--- config.mk ---
export PLATFORM = sky130hd
export DESIGN_NAME = ifft_b2s_cp_sequencer
export DESIGN_NICKNAME = d
export VERILOG_FILES = /design/src/rtl/ifft_b2s_cp_sequencer.sv
export SDC_FILE = /design/constraint.sdc
export NUM_CORES = 1
export LEC_CHECK = 0
export ABC_AREA = 1
export CAP_MARGIN = 20
export CORE_MARGIN = 2
export CORE_UTILIZATION = 60
export CTS_BUF_LIST = sky130_fd_sc_hd__clkbuf_8 sky130_fd_sc_hd__clkbuf_16
export DETAILED_ROUTE_END_ITERATION = 10
export HOLD_SLACK_MARGIN = 0.1
export PLACE_DENSITY = 0.95
export SLEW_MARGIN = 10
export SYNTH_ARGS = -nofsm -noshare
export SYNTH_HDL_FRONTEND = slang
export SYNTH_SLANG_ARGS = --single-unit
--- constraint.sdc ---
create_clock -name clk -period 6.5 [get_ports clk]
set_input_delay 1.3 -clock clk [delete_from_list [all_inputs] [get_ports clk]]
set_output_delay 1.3 -clock clk [all_outputs]
set_load 0.01 [all_outputs]
--- src/rtl/ifft_b2s_cp_sequencer.sv ---
// ifft_b2s_cp_sequencer: read-side controller for the IFFT block-to-stream
// buffer. Walks the ping-pong banks in round-robin order, prepends the cyclic
// prefix by starting each symbol at address N-cp, aligns stream markers to the
// buffer read latency and hands each bank back to the writer once read out.
// Optional build macro: IFFT_B2S_UFLOW_CNT_EN adds a saturating underflow
// event counter (uflow_cnt) with a synchronous clear input (uflow_clr).
module ifft_b2s_cp_sequencer #(
    parameter int MAX_LOG2N = 12,
    parameter int NUM_BANKS = 2,
    parameter int RD_LAT    = 2,
    localparam int BW       = (NUM_BANKS > 1) ? $clog2(NUM_BANKS) : 1
) (
    input  logic                 clk,
    input  logic                 areset,
    input  logic                 enable,
    input  logic                 sample_en,
    input  logic [3:0]           cfg_log2n,
    input  logic [MAX_LOG2N-1:0] cfg_cp_len,
    input  logic [NUM_BANKS-1:0] bank_full,
    output logic [NUM_BANKS-1:0] bank_release,
    output logic                 rd_en,
    output logic [BW-1:0]        rd_bank,
    output logic [MAX_LOG2N-1:0] rd_addr,
    output logic                 out_valid,
    output logic                 out_sop,
    output logic                 out_eop,
    output logic                 underflow,
    output logic                 cfg_err,
    output logic                 busy
`ifdef IFFT_B2S_UFLOW_CNT_EN
    ,
    input  logic                 uflow_clr,
    output logic [15:0]          uflow_cnt
`endif
);

    localparam int AW = MAX_LOG2N;

    typedef enum logic [2:0] {
        S_IDLE,
        S_WAIT,
        S_CP,
        S_BODY,
        S_REL
    } state_t;

    state_t          state, state_d;
    logic [BW-1:0]   ptr, ptr_d, ptr_nxt;
    logic [AW-1:0]   cnt, cnt_d;
    logic [3:0]      lg_q, lg_d;
    logic            first_q, first_d;
    logic            uflow_set, cfgerr_set, latch;
    logic            sop_tag, eop_tag;
    logic [AW-1:0]   n_last;

    // Candidate symbol configuration, evaluated from the live cfg inputs and
    // only committed when a symbol actually starts.
    logic            lg_ok, cp_ok;
    logic [3:0]      lg_new;
    logic [AW:0]     n_new;
    logic [AW-1:0]   cp_new, start_new;

    logic [RD_LAT-1:0] v_sr, s_sr, e_sr;

    assign n_last  = AW'(((AW+1)'(1) << lg_q) - (AW+1)'(1));
    assign ptr_nxt = (ptr == BW'(NUM_BANKS - 1)) ? '0 : ptr + BW'(1);
    assign rd_bank = ptr;
    assign rd_addr = cnt;
    assign busy    = (state != S_IDLE);

    // Legalise the requested size and CP length; an illegal size falls back to
    // the largest IFFT, an over-long CP is dropped entirely.
    always_comb begin
        lg_ok     = (cfg_log2n >= 4'd7) && (cfg_log2n <= 4'(MAX_LOG2N));
        lg_new    = lg_ok ? cfg_log2n : 4'(MAX_LOG2N);
        n_new     = (AW+1)'(1) << lg_new;
        cp_ok     = ({1'b0, cfg_cp_len} < n_new);
        cp_new    = cp_ok ? cfg_cp_len : '0;
        start_new = (cp_new == '0) ? '0 : AW'(n_new - {1'b0, cp_new});
    end

    // Next-state logic, read strobes, marker tags and bank hand-back.
    always_comb begin
        state_d      = state;
        ptr_d        = ptr;
        cnt_d        = cnt;
        lg_d         = lg_q;
        first_d      = first_q;
        uflow_set    = 1'b0;
        cfgerr_set   = 1'b0;
        latch        = 1'b0;
        rd_en        = 1'b0;
        sop_tag      = 1'b0;
        eop_tag      = 1'b0;
        bank_release = '0;
        case (state)
            S_IDLE: begin
                if (enable) state_d = S_WAIT;
            end
            S_WAIT: begin
                if (!enable)             state_d = S_IDLE;
                else if (bank_full[ptr]) latch   = 1'b1;
            end
            S_CP: begin
                if (sample_en) begin
                    rd_en   = 1'b1;
                    sop_tag = first_q;
                    first_d = 1'b0;
                    if (cnt == n_last) begin
                        cnt_d   = '0;
                        state_d = S_BODY;
                    end else begin
                        cnt_d = cnt + AW'(1);
                    end
                end
            end
            S_BODY: begin
                if (sample_en) begin
                    rd_en   = 1'b1;
                    sop_tag = first_q;
                    first_d = 1'b0;
                    if (cnt == n_last) begin
                        eop_tag = 1'b1;
                        state_d = S_REL;
                    end else begin
                        cnt_d = cnt + AW'(1);
                    end
                end
            end
            S_REL: begin
                bank_release[ptr] = 1'b1;
                ptr_d             = ptr_nxt;
                if (!enable) begin
                    state_d = S_IDLE;
                end else if (bank_full[ptr_nxt]) begin
                    latch = 1'b1;
                end else begin
                    uflow_set = 1'b1;
                    state_d   = S_WAIT;
                end
            end
            default: state_d = S_IDLE;
        endcase
        if (latch) begin
            lg_d       = lg_new;
            cnt_d      = start_new;
            first_d    = 1'b1;
            cfgerr_set = !lg_ok || !cp_ok;
            state_d    = (cp_new == '0) ? S_BODY : S_CP;
        end
    end

    // FSM, bank pointer, address counter, latched size and sticky flags.
    always_ff @(posedge clk or posedge areset) begin
        if (areset) begin
            state     <= S_IDLE;
            ptr       <= '0;
            cnt       <= '0;
            lg_q      <= 4'(MAX_LOG2N);
            first_q   <= 1'b0;
            underflow <= 1'b0;
            cfg_err   <= 1'b0;
        end else begin
            state   <= state_d;
            ptr     <= ptr_d;
            cnt     <= cnt_d;
            lg_q    <= lg_d;
            first_q <= first_d;
            if (uflow_set)  underflow <= 1'b1;
            if (cfgerr_set) cfg_err   <= 1'b1;
        end
    end

    // Delay read strobe and marker tags by the buffer read latency.
    always_ff @(posedge clk or posedge areset) begin
        if (areset) begin
            v_sr <= '0;
            s_sr <= '0;
            e_sr <= '0;
        end else begin
            v_sr[0] <= rd_en;
            s_sr[0] <= sop_tag;
            e_sr[0] <= eop_tag;
            for (int i = 1; i < RD_LAT; i++) begin
                v_sr[i] <= v_sr[i-1];
                s_sr[i] <= s_sr[i-1];
                e_sr[i] <= e_sr[i-1];
            end
        end
    end

    assign out_valid = v_sr[RD_LAT-1];
    assign out_sop   = s_sr[RD_LAT-1];
    assign out_eop   = e_sr[RD_LAT-1];

`ifdef IFFT_B2S_UFLOW_CNT_EN
    // Saturating count of underflow events; clear takes priority.
    always_ff @(posedge clk or posedge areset) begin
        if (areset) begin
            uflow_cnt <= '0;
        end else if (uflow_clr) begin
            uflow_cnt <= '0;
        end else if (uflow_set && (uflow_cnt != 16'hFFFF)) begin
            uflow_cnt <= uflow_cnt + 16'd1;
        end
    end
`endif

endmodule

* Yosys cells after proc, flatten, opt, wreduce, memory -nomap -nowiden
Cells that the tools add are included.
Operators by class: $add $sub $neg 4, eq/ne operators 13, reductions and logical operators 15, shift-type cells 2, $lt $le $gt $ge 6, muxes and demuxes 47
Operators with widths (number):
- 12-bit two-way mux | 7
- 3-bit two-way mux | 9
- 1-bit two-way mux | 25
- 12-bit case mux with 2 select lines | 1
- 3-bit != test (second input constant) | 7
- 3-bit case mux with 5 select lines | 1
- 12-bit by 13-bit less-than comparator with 1-bit output | 1
- 1-bit by 4-bit << shifter with 13-bit output (first input constant) | 1
- 12-bit by 1-bit adder with 12-bit output (second input constant) | 1
- 12-bit == test | 1
- 12-bit logical NOT | 1
- 1-bit by 4-bit << shifter with 12-bit output (first input constant) | 1
- 12-bit subtractor | 1
- 12-bit by 2-bit subtractor with 12-bit output (second input constant) | 1
- 7-bit AND reduction | 1
- 3-bit by 2-bit == test with 1-bit output (second input constant) | 2
- 3-bit nonzero test | 2
- 4-bit by 3-bit >= comparator with 1-bit output (second input constant) | 1
- 4-bit <= comparator (second input constant) | 1
- 1-bit by 2-bit less-than comparator with 1-bit output (second input constant) | 2
- 4-bit two-way mux | 1
- 4-bit != test (second input constant) | 1
- 4-bit AND reduction | 1
- 2-bit nonzero test | 2
- 13 further kinds | 15
Storage, ports and cells: register bits after elaboration 29, logic and storage cells 97, output and inout bits 22, bits of input ports 22

* Depth between registers and ports, before layout
depth after elaboration 9, gate-level depth with buffers 25

* Worst setup path after synthesis
Ideal clock, no wire load.
path kind input-to-reg, start in cfg_log2n[2], end reg cnt[8], in the netlist rd_addr[8], path slack 2.359 ns, cell stages on the path 22, library setup time 0.116 ns, path buffers 1, arrival 4.025 ns, path through inv_1 -> nand2_1 -> nor3_1 -> inv_1 -> ha_1 -> and3_1 -> nand3_1 -> nor2_1 -> nor2_2 -> clkbuf_1 -> nand2_1 -> inv_1 -> fa_1 -> o31ai_1 -> nand2_1 -> nand2_1 -> xor2_1 -> nor2_1 -> nand2_1 -> nand2_1 -> nand2_1 -> nand2_1
Between the ends: cells in the longest elaborated chain, start to end 9
RTL lines:
- start: declaration | RTL line 17 | input logic [3:0] cfg_log2n,
- 4-bit by 3-bit >= comparator with 1-bit output / 4-bit <= comparator (equally long branches) | RTL line 74 | lg_ok = (cfg_log2n >= 4'd7) && (cfg_log2n <= 4'(MAX_LOG2N));
- 1-bit logical AND | RTL line 74
- 4-bit two-way mux (*) | RTL line 75 | lg_new = lg_ok ? cfg_log2n : 4'(MAX_LOG2N);
- 1-bit by 4-bit << shifter with 13-bit output (*) | RTL line 76 | n_new = (AW+1)'(1) << lg_new;
- 12-bit by 13-bit less-than comparator with 1-bit output | RTL line 77 | cp_ok = ({1'b0, cfg_cp_len} < n_new);
- 12-bit two-way mux | RTL line 78 | cp_new = cp_ok ? cfg_cp_len : '0;
- 12-bit subtractor / 12-bit logical NOT (equally long branches) | RTL line 79 | start_new = (cp_new == '0) ? '0 : AW'(n_new - {1'b0, cp_new});
- 12-bit two-way mux (*) | RTL line 79
- 12-bit two-way mux (*) | RTL line 144 | if (latch) begin
- end signal: assignment | RTL line 166 | cnt <= cnt_d;
- end: declaration | RTL line 49 | logic [AW-1:0] cnt, cnt_d;
Every way passes the cells marked *; elsewhere a longest branch is shown, timed or not. A chain may end at the register's enable or synchronous reset.

* Worst setup path in the final report
start in cfg_log2n[3], end reg cnt[10], in the netlist rd_addr[10]
The elaborated chain is that of the path after synthesis.

==> impl_metrics.json <==
{
  "status": "completed",
  "avgSynthCellArea_um2": 6.17,
  "row_count": 26,
  "total_power_mw": 1.37,
  "yosysTopAreaCellShare_pct": 21.7,
  "grt_pass1_vias": 3201,
  "ys_seq_area_share_pct": 23.4,
  "setup_violations": 0,
  "antenna_cells": 0,
  "hp-class": "register to register",
  "synth_area_leader_cell": "dfrtp_1",
  "start_util_pct": 61.8,
  "path_cells": "clkdlybuf4s50_1, nand2_1, nor3_1, inv_1, ha_1, and3_1, nand3_1, nand2_1, nor2_2, inv_1, nor2_1, ha_1, fa_1, inv_1, nand3_1, nand4_1, or2_2, nand3_1, nand2_1, nand2_1, nand2_1",
  "p_per_area_nw_per_um2": 365,
  "grt_max_degree": 30,
  "post-place-ws_ns": 1.54,
  "dieArea_um2": 5780,
  "peakVddDrop_uv": 153,
  "cp.depth": 21,
  "clock_path_buffers": 2,
  "grt_pass1_wl_um": 14000,
  "die_h_um": 76.0,
  "cts-root-buf": "clkbuf_8",
  "cp_max_fo": 16,
  "clk_latency_ns": 0.29,
  "grt_use_total_pct": 29.3,
  "worst_pin_slew_ns": 0.747,
  "drtPass1Iterations": 4,
  "worstSetupStartpointType": "input pin",
  "rsz0062_at_grt": "false",
  "met1_length_um": 3310,
  "relSlewSlack_pct": 50.0,
  "drive_above_1_share_pct": 6.41,
  "hpwl_um": 6570,
  "die_w_um": 76.0,
  "vias_per_cell": 5.57,
  "cp_num_buf_inv": 4,
  "synth_edf_count": 0,
  "final-hold-violation-count": 0,
  "area_growth_pct": 20.3,
  "wl_met2_um": 4280,
  "final_cell_mix": "nand2_1, inv_1, nand3_1",
  "setup_ws_ns": 1.79,
  "cts_made_buffers": 5,
  "grt.overflow.total": 0,
  "port_buffers": 43,
  "vias": 3520,
  "critPathRequiredTime_ns": 6.68,
  "max_cap_viol_count": 0,
  "routed_wl_um": 8290,
  "critPathKind": "input pin to register",
  "leakagePower_nw": 1.98,
  "synth_cells": 505,
  "antenna_found_initial": 0,
  "hold_buffers": 0,
  "synthArstFlopShare_pct": 100,
  "ys_dominant_reg_cell": "dfrtp_1",
  "min_period_over_period_pct": 72.5,
  "setup_tns_ns": 0,
  "synth.distinct_cells": 39,
  "cts.htree.levels": 2,
  "drcViolationCount": 0,
  "wl_met3_um": 476,
  "r2r_slack_ns": 3.76,
  "topRoutingLayerUsed": "met4",
  "final_common_cell": "nand2_1",
  "critPathMaxStageDelay_ns": 0.50,
  "r2r_end": "state[0]$_DFFE_PP0P_",
  "core-area_um2": 5040,
  "slowest_stage": "clkdlybuf4s50_1",
  "crit_start": "cfg_log2n[3]",
  "ys_top_cells_by_area": "dfrtp_1, nand2_1, ha_1",
  "fin_skew_ns": 0.00618,
  "reg2reg_from": "state[0]$_DFFE_PP0P_",
  "cp.arrival_ns": 4.89,
  "netlist_area_um2": 3110,
  "io_pins": 44,
  "path_clk_slew_ns": 0.07,
  "period_minus_slack_ns": 4.71,
  "yosys_register_bits": 29,
  "clock-sinks": 29,
  "crit_top_cell": "nand2_1",
  "nets": 608,
  "slew_viol_final": 0,
  "endpoint": "rd_addr[10]$_DFFE_PP0P_",
  "final.fill_count": 426,
  "cts_resized": 0,
  "finalHoldWorstSlack_ns": 0.350,
  "cts_tree": "yes",
  "drtIter0Drc": 339,
  "postCtsSetupBuffers": 0,
  "yosysWarnings": 0,
  "hp-start": "v_sr[0]$_DFF_PP0_",
  "crit_family": "simple AND/OR/NAND/NOR gates",
  "postRouteAntennaNets": 0,
  "crit_path_end_kind": "register",
  "r2r_cells": 12,
  "wl_per_cell_um": 13.1,
  "fmax_ghz": 0.212,
  "place.gp.congestion": 0.942
}
[layout make-up]
| class | instances | area (µm²) | area share (%) |
|---|---|---|---|
| multi-input combinational | 412 | 2130 | 56.8 |
| sequential | 29 | 728 | 19.4 |
| timing repair buffer | 44 | 458 | 12.2 |
| inverter | 69 | 259 | 6.91 |
| tap | 70 | 87.6 | 2.34 |
| clock buffer | 5 | 68.8 | 1.84 |
| clock inverter | 3 | 17.5 | 0.468 |
[cell families (layout without fill, tap and decap cells)]
logic type / after synthesis / count (layout) / share of synthesized area (%)
fa+ha+maj: 25 / 25 / 10.3
flops: 29 / 29 / 23.4
simple gates: 305 / 305 / 42.9
mux: 1 / 1 / 0.321
compound gates: 59 / 59 / 10.9
other cells: 2 / 14 / 0.241
xor+xnor: 8 / 8 / 2.25
buf+inv: 76 / 121 / 9.76
[how the worst min path moves through the flow]
stage | cells after the start | endpoint | slack (ns)
2_1_floorplan | 0 | e_sr[1]$_DFF_PP0_ | 0.33
3_3_place_gp | 0 | s_sr[1]$_DFF_PP0_ | 0.33
3_5_place_dp | 0 | v_sr[1]$_DFF_PP0_ | 0.34
4_1_cts | 0 | v_sr[1]$_DFF_PP0_ | 0.35
5_1_grt | 0 | e_sr[1]$_DFF_PP0_ | 0.38
6_report | 0 | v_sr[1]$_DFF_PP0_ | 0.35
[cell usage after synthesis (2+ instances only)]
master,number
a31oi_1,3
dfrtp_1,27
nor2_1,46
o21bai_1,3
nor4_1,2
nand2_1,167
a21oi_1,21
buf_4,2
nand3_2,3
nand2_4,2
and3_1,2
buf_2,3
nor2_4,2
o21ai_0,21
ha_1,24
nand3_1,49
nand2_2,3
o41ai_1,3
or2_2,4
o21ai_2,2
dfstp_2,2
xor2_1,7
inv_1,65
conb_1,2
nand4_1,11
o31ai_1,2
nor3_1,9
inv_2,4
nor2_2,4
[report_power, final]
part | total [mW] | internal [mW] | switching [mW]
Clock | 0.147 | 0.0737 | 0.0730
Sequential | 0.356 | 0.257 | 0.0991
Combinational | 0.865 | 0.336 | 0.528
[routing by layer]
metal / vias to the layer above / global-route usage, %
met4: 0 / 11.5
met3: 18 / 4.15
li1: 1738 / -
met5: - / 0
met1: 1608 / 34.2
met2: 156 / 54.2
[flip-flops by register name, indices dropped and copies added, names as in the netlist]
signal,cells
first_q,1
lg_q,4
v_sr,2
rd_addr,12
e_sr,2
state,3
cfg_err,1
s_sr,2
underflow,1
rd_bank,1
[worst register-to-register path: cells and delay by family, from the launching register on]
kind	cells	cell delay, ns
AOI/OAI and AO/OA	2	0.27
DFF	1	0.42
buffers and inverters	3	0.61
and+or+nand+nor	7	1.32
[metrics by stage]
step / util, % / cell area (µm²) / cells
floorplan: - / 3160 / 517
global placement: 72.0 / 3630 / 623
detailed placement: 72.0 / 3630 / 623
CTS: 73.7 / 3720 / 631
global route: 74.3 / 3750 / 632
finish: 74.3 / 3750 / 632
No activity file was read; power rests on OpenSTA's default activity.
==> RTL edit 1: new RTL, same settings <==
`NUM_BANKS`: 2 -> 4.
--- a/src/rtl/ifft_b2s_cp_sequencer.sv
+++ b/src/rtl/ifft_b2s_cp_sequencer.sv
@@ -6,7 +6,7 @@
 // event counter (uflow_cnt) with a synchronous clear input (uflow_clr).
 module ifft_b2s_cp_sequencer #(
     parameter int MAX_LOG2N = 12,
-    parameter int NUM_BANKS = 2,
+    parameter int NUM_BANKS = 4,
     parameter int RD_LAT    = 2,
     localparam int BW       = (NUM_BANKS > 1) ? $clog2(NUM_BANKS) : 1
 ) (
Ports: changed (resized bank_full, bank_release and rd_bank); port bits go from 44 to 49. No check against the original RTL was run, so the function may have changed too.
==> RTL edit 1 against the original RTL <==
Synthesized cell count shrank 1.4%. Final area rose by 3.0%. Total power fell by 0.90%. First-iteration DRC count decreased by 24%. Die area increased by 2.2%. Largest power group unchanged. Sequential cell count is 1 higher. Synthesized area is 2.3% higher. Non-clock buffer count increased by 5. Worst setup slack lost 0.15 ns. Routed wire length increased by 1.0%. Clock power up 9.5%.
==> RTL edit 1: results (changes against the original RTL) <==
status: "finished, final reports clean"
dr.pass1.iters: 5  # +1
routabilityCongestion: 0.961  # +2.0%
wirelength_mm: 8.37  # +1.0%
drive_gt1_frac: 0.0698  # +0.00571
fillCellCount: 412  # -3.3%
ir_worst_vdd_v: 0.000143  # -6.7%
drtIter0Drc: 259  # -24%
n_all_buffers: 49  # +11%
synthTopCellsByCount: "165 x nand2_1, 62 x inv_1, 58 x nor2_1"
dp.cells: 620  # -0.48%
r2r_start: "lg_q[3]$_DFFE_PP1P_"
syn_avg_cell_area_um2: 6.40  # +3.8%
grt_use_total: 0.295  # +0.00138
r2r_cells: 14  # +2
cp.arrival_ns: 5.04  # +0.15 ns
postPlaceCellArea_um2: 3740  # +2.9%
met1_length_mm: 3.38  # +2.1%
final-clk-cell-share: 0.0246  # +0.00160
clock-sinks: 30  # +3.4%
route.met3.wl_um: 457  # -4.0%
fin_hold_ws_ns: 0.355  # +0.00525 ns
r2r_end: "rd_addr[7]$_DFFE_PP0P_"
relSlewSlack: 0.614  # +0.114
max_stage_delay_ns: 0.53  # +0.03 ns
fin_area_um2: 3860  # +3.0%
synth_area_leaders: "dfrtp_1 22%, nand2_1 19%, ha_1 11%, inv_1 7.3%, nor2_1 6.8%"
inverters: 68  # -1.4%
ys_seq_area_frac: 0.236  # +0.00253
nets: 611  # +0.49%
reg2reg_slack_ns: 3.88  # +0.12 ns
grt_max_degree: 31  # +3.3%
vias: 3435  # -2.4%
clock_buffer_count: 6  # +1
synthArstFlopShare: 1.00  # unchanged
avgViaCountPerCell: 5.46  # -1.9%
wl_met2_mm: 4.26  # -0.49%
dp_hpwl_mm: 6.60  # +0.48%
portBuffers: 48  # +12%
-- RTL edit 1: cell types whose count changed after synthesis, sizes merged, moves of 5 or more --
cell    before  now
xor2         7   12
nand3b       0   10
nor2        52   69
nand4       11    6
nand3       52   27
nor3         9    4
-- RTL edit 1: metal layers --
metal  vias to the layer above  track usage
met2                       132        0.537
met5                         -            0
met3                        30       0.0518
met4                         0        0.115
li1                       1692            -
met1                      1581        0.341
-- RTL edit 1: kinds of logic (layout without fill, tap and decap cells) --
family | after synthesis | after routing | synth area share
compound gates | 56 | 56 | 0.105
xor+xnor | 16 | 16 | 0.0440
other cells | 2 | 14 | 0.00236
simple gates | 289 | 289 | 0.396
flops | 30 | 30 | 0.236
fa+ha+maj | 29 | 29 | 0.116
buf+inv | 76 | 125 | 0.100
-- RTL edit 1: worst max-delay path by stage --
stage | start | to | slack [ns] | cells after the start
after floorplan | cfg_log2n[2] | rd_addr[9]$_DFFE_PP0P_ | 2.31 | 24
after global placement | cfg_log2n[3] | rd_addr[8]$_DFFE_PP0P_ | 1.52 | 23
after detailed placement | cfg_log2n[3] | rd_addr[8]$_DFFE_PP0P_ | 1.38 | 23
after CTS | cfg_log2n[3] | rd_addr[8]$_DFFE_PP0P_ | 1.66 | 23
after global routing | cfg_log2n[3] | rd_addr[8]$_DFFE_PP0P_ | 1.26 | 23
final | cfg_log2n[3] | rd_addr[8]$_DFFE_PP0P_ | 1.64 | 23
-- RTL edit 1: power groups by stage --
stage	Clock (uW)	Sequential (uW)	Combinational (uW)
3_5_place_dp	0	367	804
3_3_place_gp	0	362	774
5_1_grt	169	383	928
4_1_cts	160	365	813
2_1_floorplan	0	347	598
6_report	161	370	825
==> RTL edit 2: new RTL, config.mk and constraints unchanged <==
Made on the original files. Put one more register stage on the output `cfg_err`. The value now appears one clock later. The other outputs are not delayed to match.
--- a/src/rtl/ifft_b2s_cp_sequencer.sv
+++ b/src/rtl/ifft_b2s_cp_sequencer.sv
@@ -44,6 +44,8 @@
         S_REL
     } state_t;
 
+    logic cfg_err_s0;
+
     state_t          state, state_d;
     logic [BW-1:0]   ptr, ptr_d, ptr_nxt;
     logic [AW-1:0]   cnt, cnt_d;
@@ -159,7 +161,7 @@
             lg_q      <= 4'(MAX_LOG2N);
             first_q   <= 1'b0;
             underflow <= 1'b0;
-            cfg_err   <= 1'b0;
+            cfg_err_s0 <= 1'b0;
         end else begin
             state   <= state_d;
             ptr     <= ptr_d;
@@ -167,7 +169,7 @@
             lg_q    <= lg_d;
             first_q <= first_d;
             if (uflow_set)  underflow <= 1'b1;
-            if (cfgerr_set) cfg_err   <= 1'b1;
+            if (cfgerr_set) cfg_err_s0 <= 1'b1;
         end
     end
 
@@ -206,5 +208,9 @@
     end
 `endif
 
+    always_ff @(posedge clk) begin
+        cfg_err <= cfg_err_s0;
+    end
+
 endmodule
 
Function: changed (a bounded check fails within 4 cycles, from zero or initial values and one cycle with areset high).
==> RTL edit 2 against the original RTL <==
Synthesized area fell by 4.8%. Largest power group unchanged. Sequential cell count is 1 higher. Critical endpoint is now rd_addr[8]$_DFFE_PP0P_. Final area shrank 2.7%. Total power is 1.2% lower. Count of clock-buffer cells in the layout is 1 higher. Routed wire length fell by 8.7%. Register-to-register slack got worse by 0.03 ns. Worst setup slack worse by 0.12 ns.
==> RTL edit 2: results (changes against the original RTL) <==
routabilityCongestion: 0.953  # +1.1%
wl_per_cell_um: 12.8  # -2.7%
synth_cell_types: 38  # -2.6%
grt_pass1_wl_mm: 12.6  # -10%
portBuffers: 43  # unchanged
top_layer_used: "met4"
drive_gt1_frac: 0.0570  # -0.00702
clk_path_buf_depth: 2  # unchanged
final_cells: 593  # -6.2%
cts_resized: 0  # unchanged
met1_length_mm: 3.13  # -5.4%
clock_power_share: 0.178  # +0.071
antenna_found_initial: 0  # unchanged
cp_slowest_cell: "clkdlybuf4s50_1"
wl_met2_mm: 3.54  # -17%
syn_avg_cell_area_um2: 6.31  # +2.3%
detailedPlace.worstSlack_ns: 1.44  # -0.0992 ns
ir_worst_vdd_v: 0.000185  # +20%
dp_hpwl_mm: 5.85  # -11%
cp.arrival_ns: 5.01  # +0.12 ns
route.met3.wl_um: 538  # +13%
dp.cells: 584  # -6.3%
finalClockSkew_ns: 0.00658  # +0.000398 ns
worst_hold_path_type: "reg -> reg"
cts_root_buf: "clkbuf_8"
clk-insertion-delay-late_ns: 0.29  # about the same
grt_pass1_vias: 2992  # -6.5%
synth_warnings: 0  # unchanged
swShare: 0.458  # -0.0542
grt_use_total: 0.291  # -0.00234
avgViaCountPerCell: 5.55  # -0.33%
fillCellCount: 369  # -13%
dr.pass1.iters: 5  # +1
ant_nets: 0  # unchanged
p_seq_uw: 361  # +1%
synth_top_flop_cell: "dfrtp_1"
postPlaceCellArea_um2: 3470  # -4.3%
drtIter0Drc: 321  # -5.3%
relSlewSlack: 0.542  # +0.0419
switchingPower_uw: 619  # -12%
synthArstFlopShare: 0.967  # -0.0333
htreeDepth: 2  # unchanged
status: "finished, final reports clean"
synth_area_leaders: "dfrtp_1 23%, nand2_1 19%, ha_1 10%, inv_1 7.6%, nor2_1 6.2%"
ys_seq_area_frac: 0.252  # +0.0185
total_leakage_power_uw: 0.00189  # -4.8%
nets: 572  # -5.9%
synthTopCellsByCount: "152 x nand2_1, 60 x inv_1, 49 x nor2_1"
crit_path_max_fanout: 16  # unchanged
RTL edit 2: critical path: cells and delay by family:
kind                       cells  cell delay (ns)
AOI/OAI and AO/OA              2             0.33
xor gates and xnor gates       1             0.17
adders and majority gates      3             0.71
buffers and inverters          4             0.78
and+or+nand+nor               13             1.69
RTL edit 2: path summary, 6_finish.rpt:
kind | from | to | slack, ns | cells past startpoint
worst max-delay path | cfg_log2n[3] | rd_addr[8]$_DFFE_PP0P_ | 1.67 | 23
max in group asynchronous | areset | lg_q[2]$_DFFE_PP1P_ | 4.71 | 3
worst max register to register | state[0]$_DFFE_PP0P_ | rd_addr[9]$_DFFE_PP0P_ | 3.73 | 10
min in group asynchronous | areset | rd_addr[9]$_DFFE_PP0P_ | 1.29 | 2
worst min register to register | v_sr[0]$_DFF_PP0_ | v_sr[1]$_DFF_PP0_ | 0.35 | 0
worst min-delay path | v_sr[0]$_DFF_PP0_ | v_sr[1]$_DFF_PP0_ | 0.35 | 0
RTL edit 2: logic make-up after synthesis:
family                   Yosys count  share of synthesized area
AND/OR/NAND/NOR                  267                      0.383
buffers and inverters             73                     0.0992
AO/OA/AOI/OAI                     58                      0.110
flip-flops                        30                      0.252
adder cells (fa/ha/maj)           25                      0.108
XOR/XNOR                          14                     0.0414
other                              2                    0.00253
multiplexers                       1                    0.00338
RTL edit 2: layout make-up:
type                            instances  area (um^2)  share of cell area
Multi-Input combinational cell        379         1970               0.540
Sequential cell                        30          748               0.205
Timing Repair Buffer                   44          458               0.126
Inverter                               65          244              0.0669
Tap cell                               67         83.8              0.0230
Clock buffer                            6         82.6              0.0227
Clock inverter                          2         60.1              0.0165
RTL edit 2: per-layer routing:
layer  global-route usage  vias to the layer above
li1                     -                     1610
met1                0.352                     1463
met2                0.486                      179
met3               0.0528                       40
met4                0.169                        0
met5                    0                        -
